`src/rtl/tlc_pkg.sv`:
```
// Shared definitions for the four-way traffic-light controller:
// state encoding, lamp patterns and default phase lengths.
package tlc_pkg;

   typedef enum logic [2:0] {
      N_G = 3'd0,
      N_Y = 3'd1,
      S_G = 3'd2,
      S_Y = 3'd3,
      E_G = 3'd4,
      E_Y = 3'd5,
      W_G = 3'd6,
      W_Y = 3'd7
   } tlc_state_e;

   // Lamp order is {red, yellow, green}
   localparam logic [2:0] LAMP_RED    = 3'b100;
   localparam logic [2:0] LAMP_YELLOW = 3'b010;
   localparam logic [2:0] LAMP_GREEN  = 3'b001;

   localparam int DEFAULT_GREEN_CYCLES  = 7;
   localparam int DEFAULT_YELLOW_CYCLES = 2;

   function automatic int tlc_max(input int a, input int b);
      return (a > b) ? a : b;
   endfunction

endpackage

```
`src/rtl/tlc_phase_timer.sv`:
```
// Phase-length counter: counts cycles of the current phase and pulses
// phase_done in the last cycle of it, clearing itself for the next phase.
module tlc_phase_timer #(
   parameter int CNT_W = 3
) (
   input  logic             clk,
   input  logic             rst_a,
   input  logic [CNT_W-1:0] len,
   output logic             phase_done,
   output logic [CNT_W-1:0] cnt
);

   // >= rather than == so a stray count above the current length still
   // terminates the phase instead of wrapping through the whole counter.
   assign phase_done = (cnt >= (len - 1'b1));

   always_ff @(posedge clk) begin
      if (!rst_a) begin
         cnt <= '0;
      end else if (phase_done) begin
         cnt <= '0;
      end else begin
         cnt <= cnt + 1'b1;
      end
   end

endmodule

```
`src/rtl/verilog_bm_224_238.sv`:
```
// Four-way traffic-light controller: fixed N->S->E->W rotation with a
// yellow phase after each green; Moore lamp outputs decoded from state.
module verilog_bm_224_238
   import tlc_pkg::*;
#(
   parameter int GREEN_CYCLES  = DEFAULT_GREEN_CYCLES,
   parameter int YELLOW_CYCLES = DEFAULT_YELLOW_CYCLES
) (
   input  logic       clk,
   input  logic       rst_a,
   output logic [2:0] n_lights,
   output logic [2:0] s_lights,
   output logic [2:0] e_lights,
   output logic [2:0] w_lights
);

   localparam int CNT_W = $clog2(tlc_max(GREEN_CYCLES, YELLOW_CYCLES) + 1);

   tlc_state_e       state;
   tlc_state_e       next_state;
   logic [CNT_W-1:0] len_sel;
   logic [CNT_W-1:0] cnt;
   logic             phase_done;

   always_comb begin
      len_sel = CNT_W'(1);
      case (state)
         N_G, S_G, E_G, W_G: len_sel = CNT_W'(GREEN_CYCLES);
         N_Y, S_Y, E_Y, W_Y: len_sel = CNT_W'(YELLOW_CYCLES);
         default:            len_sel = CNT_W'(1);
      endcase
   end

   tlc_phase_timer #(
      .CNT_W(CNT_W)
   ) u_timer (
      .clk       (clk),
      .rst_a     (rst_a),
      .len       (len_sel),
      .phase_done(phase_done),
      .cnt       (cnt)
   );

   always_comb begin
      next_state = N_G;
      case (state)
         N_G:     next_state = N_Y;
         N_Y:     next_state = S_G;
         S_G:     next_state = S_Y;
         S_Y:     next_state = E_G;
         E_G:     next_state = E_Y;
         E_Y:     next_state = W_G;
         W_G:     next_state = W_Y;
         W_Y:     next_state = N_G;
         default: next_state = N_G;
      endcase
   end

   always_ff @(posedge clk) begin
      if (!rst_a) begin
         state <= N_G;
      end else if (phase_done) begin
         state <= next_state;
      end
   end

   // Unknown encodings show all red rather than risking a conflicting green
   always_comb begin
      n_lights = LAMP_RED;
      s_lights = LAMP_RED;
      e_lights = LAMP_RED;
      w_lights = LAMP_RED;
      case (state)
         N_G:     n_lights = LAMP_GREEN;
         N_Y:     n_lights = LAMP_YELLOW;
         S_G:     s_lights = LAMP_GREEN;
         S_Y:     s_lights = LAMP_YELLOW;
         E_G:     e_lights = LAMP_GREEN;
         E_Y:     e_lights = LAMP_YELLOW;
         W_G:     w_lights = LAMP_GREEN;
         W_Y:     w_lights = LAMP_YELLOW;
         default: ;
      endcase
   end

endmodule

```
`config.mk`:
```
export PLATFORM = sky130hd
export DESIGN_NAME = verilog_bm_224_238
export DESIGN_NICKNAME = d
export VERILOG_FILES = /design/src/rtl/tlc_pkg.sv /design/src/rtl/tlc_phase_timer.sv /design/src/rtl/verilog_bm_224_238.sv
export SDC_FILE = /design/constraint.sdc
export NUM_CORES = 1
export LEC_CHECK = 0
export BUFFER_PORTS_ARGS = -buffer_cell sky130_fd_sc_hd__buf_4
export CORE_AREA = 2 2 39 41
export CTS_BUF_LIST = sky130_fd_sc_hd__clkbuf_8
export DETAILED_ROUTE_END_ITERATION = 10
export DIE_AREA = 0 0 41 43
export HOLD_SLACK_MARGIN = 0.06
export PLACE_DENSITY = 0.62
export SLEW_MARGIN = 30
export SYNTH_ARGS = -nofsm -noshare
export SYNTH_HDL_FRONTEND = slang
export SYNTH_HIERARCHICAL = 1
export SYNTH_SLANG_ARGS = --single-unit
```
`constraint.sdc`:
```
create_clock -name clk -period 2.2 [get_ports clk]
set_input_delay 0.44 -clock clk [delete_from_list [all_inputs] [get_ports clk]]
set_output_delay 0.44 -clock clk [all_outputs]
set_load 0.005 [all_outputs]
```
# ---- Yosys cells after proc, flatten, opt, wreduce, memory -nomap -nowiden
# Memory sizes are Yosys's and may differ from the RTL's. A register that Yosys moved wholly into a read port is not among the register bits.
# Cells that the tools add are included.
dict set report op_classes {
  addsub 2
  n_eq_ne 7
  muxes 4
  n_reduce_logical 3
  magnitude_cmp 1
  bitwise_logic 1
}
# operator count
set ops {}
lappend ops {{3-bit case mux with 2 select lines} 4}
lappend ops {{3-bit == test, second input constant} 4}
lappend ops {{3-bit by 2-bit == test with 1-bit output, second input constant} 2}
lappend ops {{3-bit by 1-bit adder with 3-bit output, second input constant} 1}
lappend ops {{3-bit by 1-bit == test with 1-bit output, second input constant} 1}
lappend ops {{3-bit greater-or-equal comparator} 1}
lappend ops {{3-bit logical NOT} 1}
lappend ops {{3-bit by 1-bit subtractor with 3-bit output, second input constant} 1}
lappend ops {{2-bit OR reduction} 1}
lappend ops {{1-bit logical NOT} 1}
lappend ops {{1-bit inverter} 1}
dict set report word_totals {
  romBits 40
  output_inout_bits 12
  in_bits 2
  reg_bits 3
  n_memories 2
  wordCells 21
}
# memory words word_bits rd rd_clocked_by_memory_dff write_ports line_no
set memory_table {}
lappend memory_table {{(no name shown)} 8 3 1 1 0 verilog_bm_224_238.sv:46} ;# case (state)
lappend memory_table {{(no name shown)} 8 2 1 0 0 verilog_bm_224_238.sv:27} ;# case (state)

# ---- Longest topological paths before layout
# Gate-level depths: netlist of the first run.
# An unclocked memory read counts as a cell.
dict set report logic_depth {
  word_depth 4
  mapped_depth 9
  mapped_depth_nobuf 9
}

# ---- By module
# Netlist of the first run, hierarchy kept.
# mod instances cells_each seq_area_each_um2 area_each_um2
set modules_own_cells {}
lappend modules_own_cells {verilog_bm_224_238 1 32 60.1 277.8}
lappend modules_own_cells {tlc_phase_timer 1 22 60.1 210.2}

# ---- Least setup slack after synthesis of the first run
# Ideal clock, no wire load.
dict set report synth_path {
  path_type {flip-flop to flip-flop}
  startpoint {register state[0]}
  endpoint {register state[2]}
  arrival_time_ns 1.869
  period_less_slack_ns 1.984
  setup_ns 0.115
  stages_incl_launch_ff 9
  required_time_ns 2.085
  slack_ns 0.216
  n_path_buf 0
  path_cell_list {dfxtp_1 > inv_1 > inv_1 > ha_1 > ha_1 > nand2_1 > o21ai_0 > a21boi_0 > o21a_1}
}
dict set report synth_via {
  elab_chain_len 3
}
# element line_no
set synth_rtl {}
lappend synth_rtl {{start, declared} verilog_bm_224_238.sv:19} ;# tlc_state_e state;
lappend synth_rtl {{memory read 8 x 2 bit} --}
lappend synth_rtl {{named net len_sel[0]} verilog_bm_224_238.sv:21} ;# logic [CNT_W-1:0] len_sel;
lappend synth_rtl {{3-bit by 1-bit subtractor with 3-bit output} tlc_phase_timer.sv:15} ;# assign phase_done = (cnt >= (len - 1'b1));
lappend synth_rtl {{3-bit greater-or-equal comparator} tlc_phase_timer.sv:15}
lappend synth_rtl {{named net phase_done} verilog_bm_224_238.sv:23} ;# logic phase_done;
# The timed path passes the listed nets, and every way through them passes these cells.
# A chain may end at the register's enable or synchronous reset.

# ---- Worst setup path in the final report of the first run
dict set report layout_path {
  startpoint {register state[0]}
  endpoint {register state[0]}
}
# The elaborated chain is that of the path after synthesis.

==> flow_summary.yaml, run 1 <==
finish:
  final_common_cell: "buf_4"
  final_cell_mix: "14 x buf_4, 9 x ha_1, 6 x inv_1, 6 x dfxtp_1"
  finalNetCount: 83
  n_antenna_cell: 0
  layout-drive-gt1-share_pct: 30.00
  fin_area_um2: 649.4
  synthToLayoutAreaGrowth_pct: 33.08
floorplan:
  initial_utilization_pct: 35.26
  dieHeight_um: 43
  top_level_ports: 14
  floorplan.rows: 14
  die_area_um2: 1763
  die_w_um: 41
  fp.coreArea_um2: 1384
global_route:
  globalRouteOverflowTotal: 0
  grt_start_max_net_pins: 17
  grt_usage_pct: 10.95
  grt_first_pass_wirelength_mm: 1.248
  number_of_global_route_vias_before_repair: 308
  initial_antenna_violation_count: 0
pwr:
  ir_drop_mv: 0.4037
  internal_power_uw: 373.7
  p_leak_uw: 0.0003307
  cellPowerDensity_nw_per_um2: 857.1
  sequentialPowerShare_pct: 28.0
  power_frac_clock_pct: 28.8
  p_sw_share_pct: 32.86
  combPwrFrac_pct: 43.2
  net_switching_power_uw: 182.9
clock_network:
  clkTransAtPathRegs_ps: 30
  tritoncts: "yes"
  cts.sinks: 6
  clockBufferDepth: 2
  cts_root_buffer: "clkbuf_8"
  htree_num_levels: 1
  numCtsBuffers: 3
  cts.hold.buffers_added: 0
  cts_setup_buffers: 0
  clk_latency_ps: 220
  cts.repair.resized: 0
worst_hold_path:
  holdCritPathClass: "reg2reg"
setup_path:
  timing.critical_path.slowest_stage_cell: "dfxtp_1"
  worst-setup-path-type: "reg2reg"
  critical_path.max_fanout: 6
  startpoint_type: "flop"
  worst_ep_arrival_time_ps: 2080
  worstPathCellList: "inv_1 > inv_1 > ha_1 > ha_1 > a21oi_2 > o21ai_0 > buf_4 > and3b_1 > a311oi_2"
  path_buf_inv: 3
  critical_path_required_ps: 2330
  worst_path_largest_cell_delay_ps: 330
  critical_path.endpoint_type: "flop"
  crit_path_max_delay_family: "adder cells"
routing:
  detailed_route_drc_error_count: 0
  num_vias: 393
  drt.antenna.violating_nets: 0
  wl_per_cell_um: 8.977
  avg_vias_per_cell: 4.570
  drt-total-wl_um: 772
  first_pass_iters: 1
  detailed_route_iter0_violations: 0
timing:
  hold_violations: 0
  worst_clock_skew_ps: 0.1665
  grt_setup_unrepaired: "no"
  finalCritPeriodShare_pct: 88.67
  timing.fmax_mhz: 512.6
  period_needed_ps: 1951
  tns_ps: 0
  timing.final.max_slew_violations: 0
  setup_violation_total_in_the_final_timing_report: 0
logic_synthesis:
  synth-seq-cells: 6
  synth_top_cell_by_area: "dfxtp_1"
  synth.area.top_cells: "dfxtp_1 25%, ha_1 23%, and2_1 5.1%"
  synth_largest_type_area_fraction_pct: 24.62
  ys_types: 21
  syn_inst: 54
  ys_seq_area_share_pct: 24.62
  synth_fp_nets: 65
  syn_area_per_cell_um2: 9.036
  yosysWarnings: 6
  synth_area_um2: 488.0
place:
  place_area_um2: 608.1
  placement.io_buffers: 13
  place_congestion: 0.7300
  dp_hpwl_um: 634.5
flow_run:
  max_cap_violations: 0
run_status:
  run_status: "finished clean"
final timing paths:
path,startpoint,end,slack [ps],cells past startpoint
min reg2reg,u_timer/cnt[0],u_timer/cnt[0],450,1
max,state[0],state[0],250,9
min,u_timer/cnt[0],u_timer/cnt[0],450,1
max reg2reg,state[0],state[0],250,9
layer usage:
metal	part of all wire, %	global-route usage, %	up-vias
li1	-	-	211
met1	49	14.19	169
met2	42	13.75	11
met3	6.0	3.141	2
met4	1.8	10.00	0
met5	0	0	-
cells by family after synthesis:
kind of cell	Yosys count	share of synthesized area, %
simple gates	17	22.56
compound gates	11	17.69
fa+ha+maj	9	23.08
buf+inv	7	5.640
flops	6	24.62
xor+xnor	2	3.590
other cells	1	0.7685
mux	1	2.051
stage by stage:
step                      total power (µW)  setup WS, ps  instances  utilization (%)  hold slack (ps)
after global placement               395.2         307.0         83            43.94            441.6
after CTS                            568.3         232.9         86            46.93            460.8
final                                556.6         249.2         86            46.93            449.3
after global routing                 608.2         71.14         86            46.93            479.1
after detailed placement             401.2         249.3         83            43.94            453.0
after floorplan                      323.9         216.4         54                -            417.3
area by class of cell:
cell class / count / area, µm²
inverter: 6 / 22.52
fill: 147 / 734.5
clock buffer: 3 / 41.29
tap: 16 / 20.02
multi-input combinational: 41 / 340.3
timing repair buffer: 14 / 105.1
sequential: 6 / 120.1
cell usage after synthesis (all sizes together):
cell type / number
o21ai: 4
and2: 4
a21boi: 1
mux2i: 1
inv: 6
a21oi: 1
ha: 9
xnor2: 2
o211ai: 1
nand2: 1
and2b: 3
o21a: 1
o21bai: 2
a311oi: 1
and3b: 2
nor2b: 3
buf: 1
conb: 1
dfxtp: 6
nor2: 4
state kept, by name, indices dropped and copies added, names as in the netlist:
register,count
u_timer/cnt,3
state,3
power by group through the flow:
| stage | Sequential (µW) | Combinational [µW] | Clock (µW) |
|---|---|---|---|
| after floorplan | 152 | 172 | 0 |
| after global placement | 157 | 238 | 0 |
| after detailed placement | 158 | 243 | 0 |
| after CTS | 156 | 244 | 168 |
| after global routing | 160 | 275 | 173 |
| final | 156 | 241 | 160 |
(Power assumes the default switching activity.)
==> run 2, diff against run 1 <==
--- a/config.mk
+++ b/config.mk
@@ -12,6 +12,7 @@
 export DIE_AREA = 0 0 41 43
 export HOLD_SLACK_MARGIN = 0.06
 export PLACE_DENSITY = 0.62
+export SETUP_SLACK_MARGIN = 0.4
 export SLEW_MARGIN = 30
 export SYNTH_ARGS = -nofsm -noshare
 export SYNTH_HDL_FRONTEND = slang
==> flow_summary.yaml, run 2 (synthesis results as in run 1) <==
place:
  dp_hpwl_um: 654
  place_congestion: 0.7139
  place_area_um2: 604.3
  placement.io_buffers: 13
  post-place-cells: 82
clock_network:
  cts.sinks: 6
  clk_latency_ps: 220
  numCtsBuffers: 3
  clockBufferDepth: 2
  cts_root_buffer: "clkbuf_8"
  cts.hold.buffers_added: 0
  clkTransAtPathRegs_ps: 40
  htree_num_levels: 1
  tritoncts: "yes"
routing:
  drt-total-wl_um: 864
  detailed_route_iter0_violations: 1
  route.met3.wl_um: 30
  detailed_route_drc_error_count: 0
  drt.antenna.violating_nets: 0
  num_vias: 401
  wirelength_met1_um: 427
  first_pass_iters: 2
  avg_vias_per_cell: 4.609
  met2RoutedLength_um: 389
  top_layer_in_use: "met4"
  wl_per_cell_um: 9.931
finish:
  reg.largest.list: "state (3), u_timer/cnt (3)"
  synthToLayoutAreaGrowth_pct: 46.15
  finalNetCount: 84
  final_cell_mix: "15 x buf_4, 7 x ha_1, 5 x inv_1, 5 x dfxtp_1"
  layout-drive-gt1-share_pct: 40.85
  multiInputGateArea_um2: 390.4
  n_antenna_cell: 0
  final_common_cell: "buf_4"
  fin_area_um2: 713.2
  layoutNonFillerInstCount: 87
  fillers: 138
  seq_area_um2: 123.9
floorplan:
  die_area_um2: 1763
  floorplan.rows: 14
  fp.coreArea_um2: 1384
  dieHeight_um: 43
  initial_utilization_pct: 35.26
  die_w_um: 41
  top_level_ports: 14
global_route:
  grt_start_max_net_pins: 17
  number_of_global_route_vias_before_repair: 350
  initial_antenna_violation_count: 0
  globalRouteOverflowTotal: 0
  grt_first_pass_wirelength_mm: 1.421
  grt_usage_pct: 11.87
timing:
  worst_clock_skew_ps: 3.595
  setup_violation_total_in_the_final_timing_report: 0
  timing.fmax_mhz: 589.5
  grt_setup_unrepaired: "no"
  timing.final.max_slew_violations: 0
  tns_ps: 0
  hold_violations: 0
  period_needed_ps: 1696
  finalCritPeriodShare_pct: 77.11
setup_path:
  worstReg2RegStart: "state[0]"
  worst-setup-path-type: "reg2reg"
  critical_path_required_ps: 2280
  critical_path.max_fanout: 6
  critical_path.endpoint_type: "flop"
  path_buf_inv: 2
  timing.critical_path.slowest_stage_cell: "dfxtp_4"
  worstPathCellList: "inv_4 > inv_1 > ha_4 > ha_4 > nand2_2 > o21ai_4 > and3b_1 > a311oi_2"
  worst_ep_arrival_time_ps: 1780
  timing.critical_path.mode_cell: "ha_4"
  crit_path_max_delay_family: "adder cells"
  crit_start: "state[0]"
  worst_path_largest_cell_delay_ps: 360
  startpoint_type: "flop"
flow_run:
  max_cap_violations: 0
pwr:
  cellPowerDensity_nw_per_um2: 896.0
  p_leak_uw: 0.0003426
  ir_drop_mv: 0.4264
worst_hold_path:
  holdCritStartpoint: "u_timer/cnt[0]"
  holdCritPathClass: "reg2reg"
run_status:
  run_status: "finished clean"
==> run 2: layout make-up <==
class                      count  area share [%]
multi-input combinational     41           54.74
clock buffer                   3           5.789
sequential                     6           17.37
timing repair buffer          15           15.79
tap                           16           2.807
inverter                       6           3.509
==> run 2: layer usage <==
layer  vias up  GRT usage [%]
met3         2          1.571
met5         -              0
li1        213              -
met2        10          16.25
met4         0          8.000
met1       176          16.50
==> run 2: path summary, 6_finish.rpt <==
path	to	cells after the start	slack (ps)
max	state[0]	8	500
min	u_timer/cnt[0]	1	450
max reg2reg	state[0]	8	500
min reg2reg	u_timer/cnt[0]	1	450
==> run 2: report_power, final <==
group | internal, µW | total (µW) | switching, µW
Combinational | 160 | 310 | 149
Sequential | 137 | 165 | 27.3
Clock | 117 | 164 | 46.9
Total | 415 | 639 | 224
==> run 2: stage by stage <==
step	power, µW	setup slack (ps)	utilization (%)	hold slack (ps)
finish	639.0	503.7	51.54	448.0
global route	693.5	403.7	51.54	473.9
CTS	590.5	401.6	48.37	454.0
detailed placement	395.5	303.4	43.67	445.9
global placement	387.6	361.4	43.67	434.5
floorplan	329.3	465.2	-	417.3
==> run 2: timing repair <==
item | CTS | global route
pin swaps | 1 | 3
setup endpoints to repair | 3 | 3
buffers inserted | 2 | 0
gates cloned | 0 | 0
resized for setup | 3 | 10
==> run 3, diff against run 2 <==
--- a/config.mk
+++ b/config.mk
@@ -11,7 +11,7 @@
 export DETAILED_ROUTE_END_ITERATION = 10
 export DIE_AREA = 0 0 41 43
 export HOLD_SLACK_MARGIN = 0.06
-export PLACE_DENSITY = 0.62
+export PLACE_DENSITY = 0.64
 export SETUP_SLACK_MARGIN = 0.4
 export SLEW_MARGIN = 30
 export SYNTH_ARGS = -nofsm -noshare
==> constraint.sdc (replaced) <==
create_clock -name clk -period 1.4 [get_ports clk]
set_input_delay 0.28 -clock clk [delete_from_list [all_inputs] [get_ports clk]]
set_output_delay 0.28 -clock clk [all_outputs]
set_load 0.005 [all_outputs]
==> flow_summary.yaml, run 3 (synthesis results as in run 1) <==
setup_path:
  worst-setup-path-type: "reg2reg"
  worst_path_largest_cell_delay_ps: 340
  critical_path.endpoint_type: "flop"
  timing.critical_path.slowest_stage_cell: "dfxtp_2"
  worstPathCellList: "inv_4 > xnor2_2 > ha_4 > a21oi_4 > o21ai_4 > and3b_1 > a311oi_2"
  critical_path_required_ps: 1530
  startpoint_type: "flop"
  worst_ep_arrival_time_ps: 1690
  critical_path.max_fanout: 6
routing:
  drt.antenna.violating_nets: 0
  detailed_route_iter0_violations: 6
  first_pass_iters: 4
  avg_vias_per_cell: 4.670
  wl_per_cell_um: 10.99
  num_vias: 439
  detailed_route_drc_error_count: 0
  drt-total-wl_mm: 1.033
timing:
  period_needed_ps: 1566
  setup_violation_total_in_the_final_timing_report: 16
  timing.final.max_slew_violations: 0
  timing.fmax_mhz: 638.4
  whs_ps: 325.4
  postLayoutSetupSlackWorst_ps: -166.5
  grt_setup_unrepaired: "yes"
  worst_clock_skew_ps: 3.211
  finalCritPeriodShare_pct: 111.9
  hold_violations: 0
finish:
  fin_area_um2: 879.6
  final_common_cell: "buf_4"
  n_antenna_cell: 0
  layout-drive-gt1-share_pct: 62.82
  synthToLayoutAreaGrowth_pct: 80.26
  finalNetCount: 91
  final_util_pct: 63.56
  reg.largest.list: "state (3), u_timer/cnt (3)"
  final_cell_mix: "17 x buf_4, 7 x ha_4, 5 x buf_6"
run_status:
  run_status: "finished with violations"
  violations: "setup timing"
clock_network:
  numCtsBuffers: 3
  htree_num_levels: 1
  cts.hold.buffers_added: 0
  clk_latency_ps: 220
  clockBufferDepth: 2
  tritoncts: "yes"
  cts_root_buffer: "clkbuf_8"
  clkTransAtPathRegs_ps: 40
  cts.sinks: 6
place:
  dp_hpwl_um: 700.7
  post-place-ws_ps: -181.0
  placement.io_buffers: 13
  place_congestion: 0.6860
  place_area_um2: 703.2
pwr:
  combPwrFrac_pct: 58.4
  cellPowerDensity_nw_per_um2: 1399
  report.power.total_uw: 1230
  net_switching_power_uw: 431.8
  sequentialPowerShare_pct: 20.0
  p_leak_uw: 0.0003944
  internal_power_uw: 798.5
  ir_drop_mv: 0.8885
  p_sw_share_pct: 35.10
  power_frac_clock_pct: 21.5
global_route:
  number_of_global_route_vias_before_repair: 389
  grt_usage_pct: 14.47
  grt_first_pass_wirelength_mm: 1.635
  grt_start_max_net_pins: 17
  initial_antenna_violation_count: 0
  globalRouteOverflowTotal: 0
floorplan:
  initial_utilization_pct: 35.26
  fp.coreArea_um2: 1384
  die_area_um2: 1763
  floorplan.rows: 14
  die_w_um: 41
  top_level_ports: 14
  dieHeight_um: 43
flow_run:
  max_cap_violations: 0
worst_hold_path:
  holdCritPathClass: "in2reg"
==> run 3: cell types whose count changed in the layout (fill, tap and decap cells not counted), sizes merged <==
cell,delta
buf,+7
==> run 3: path summary, 6_finish.rpt <==
check,slack [ps],endpoint,from,cells after the start
setup reg to reg,-170,state[0],state[0],7
hold / removal,330,state[2],rst_a,2
hold reg to reg,520,u_timer/cnt[0],u_timer/cnt[0],2
setup / recovery,-170,state[0],state[0],7
==> run 3: repair_timing <==
item	in CTS	in global routing
pin swaps	6	1
resized for setup	13	10
setup endpoints to repair	18	18
hold endpoints to repair	0	0
setup buffers	3	0
==> run 3: worst max-delay path, delay by kind of cell, from the launching register on <==
kind / cells / cell delay [ps]
compound gates: 3 / 450
xor+xnor: 1 / 180
fa+ha+maj: 1 / 250
buf+inv: 1 / 50
flops: 1 / 340
simple gates: 1 / 200
==> run 3: area by class of cell <==
| class | instances | area, µm² |
|---|---|---|
| inverter | 6 | 25.02 |
| multi-input combinational | 41 | 483.0 |
| fill | 118 | 504.2 |
| tap | 16 | 20.02 |
| sequential | 6 | 126.4 |
| timing repair buffer | 22 | 183.9 |
| clock buffer | 3 | 41.29 |
==> run 3: routing by layer <==
metal  up-vias  global-route usage, %  wire length (µm)
met3         2                  4.712                31
met1       200                  19.35               471
li1        229                      -                 -
met2         8                  18.75               516
met4         0                  10.00                14
met5         -                      0                 0
==> run 3: power by group through the flow <==
stage / Sequential [µW] / Combinational (µW) / Clock (µW)
6_report: 247 / 719 / 265
5_1_grt: 251 / 791 / 286
4_1_cts: 243 / 680 / 280
3_5_place_dp: 241 / 574 / 0
3_3_place_gp: 241 / 564 / 0
2_1_floorplan: 247 / 394 / 0
==> run 3: stage by stage <==
stage	setup TNS [ps]	std cells
after floorplan	-465.7	54
after global placement	-543.7	88
after detailed placement	-637.9	88
after CTS	-1049	94
after global routing	-1791	94
final	-843.8	94
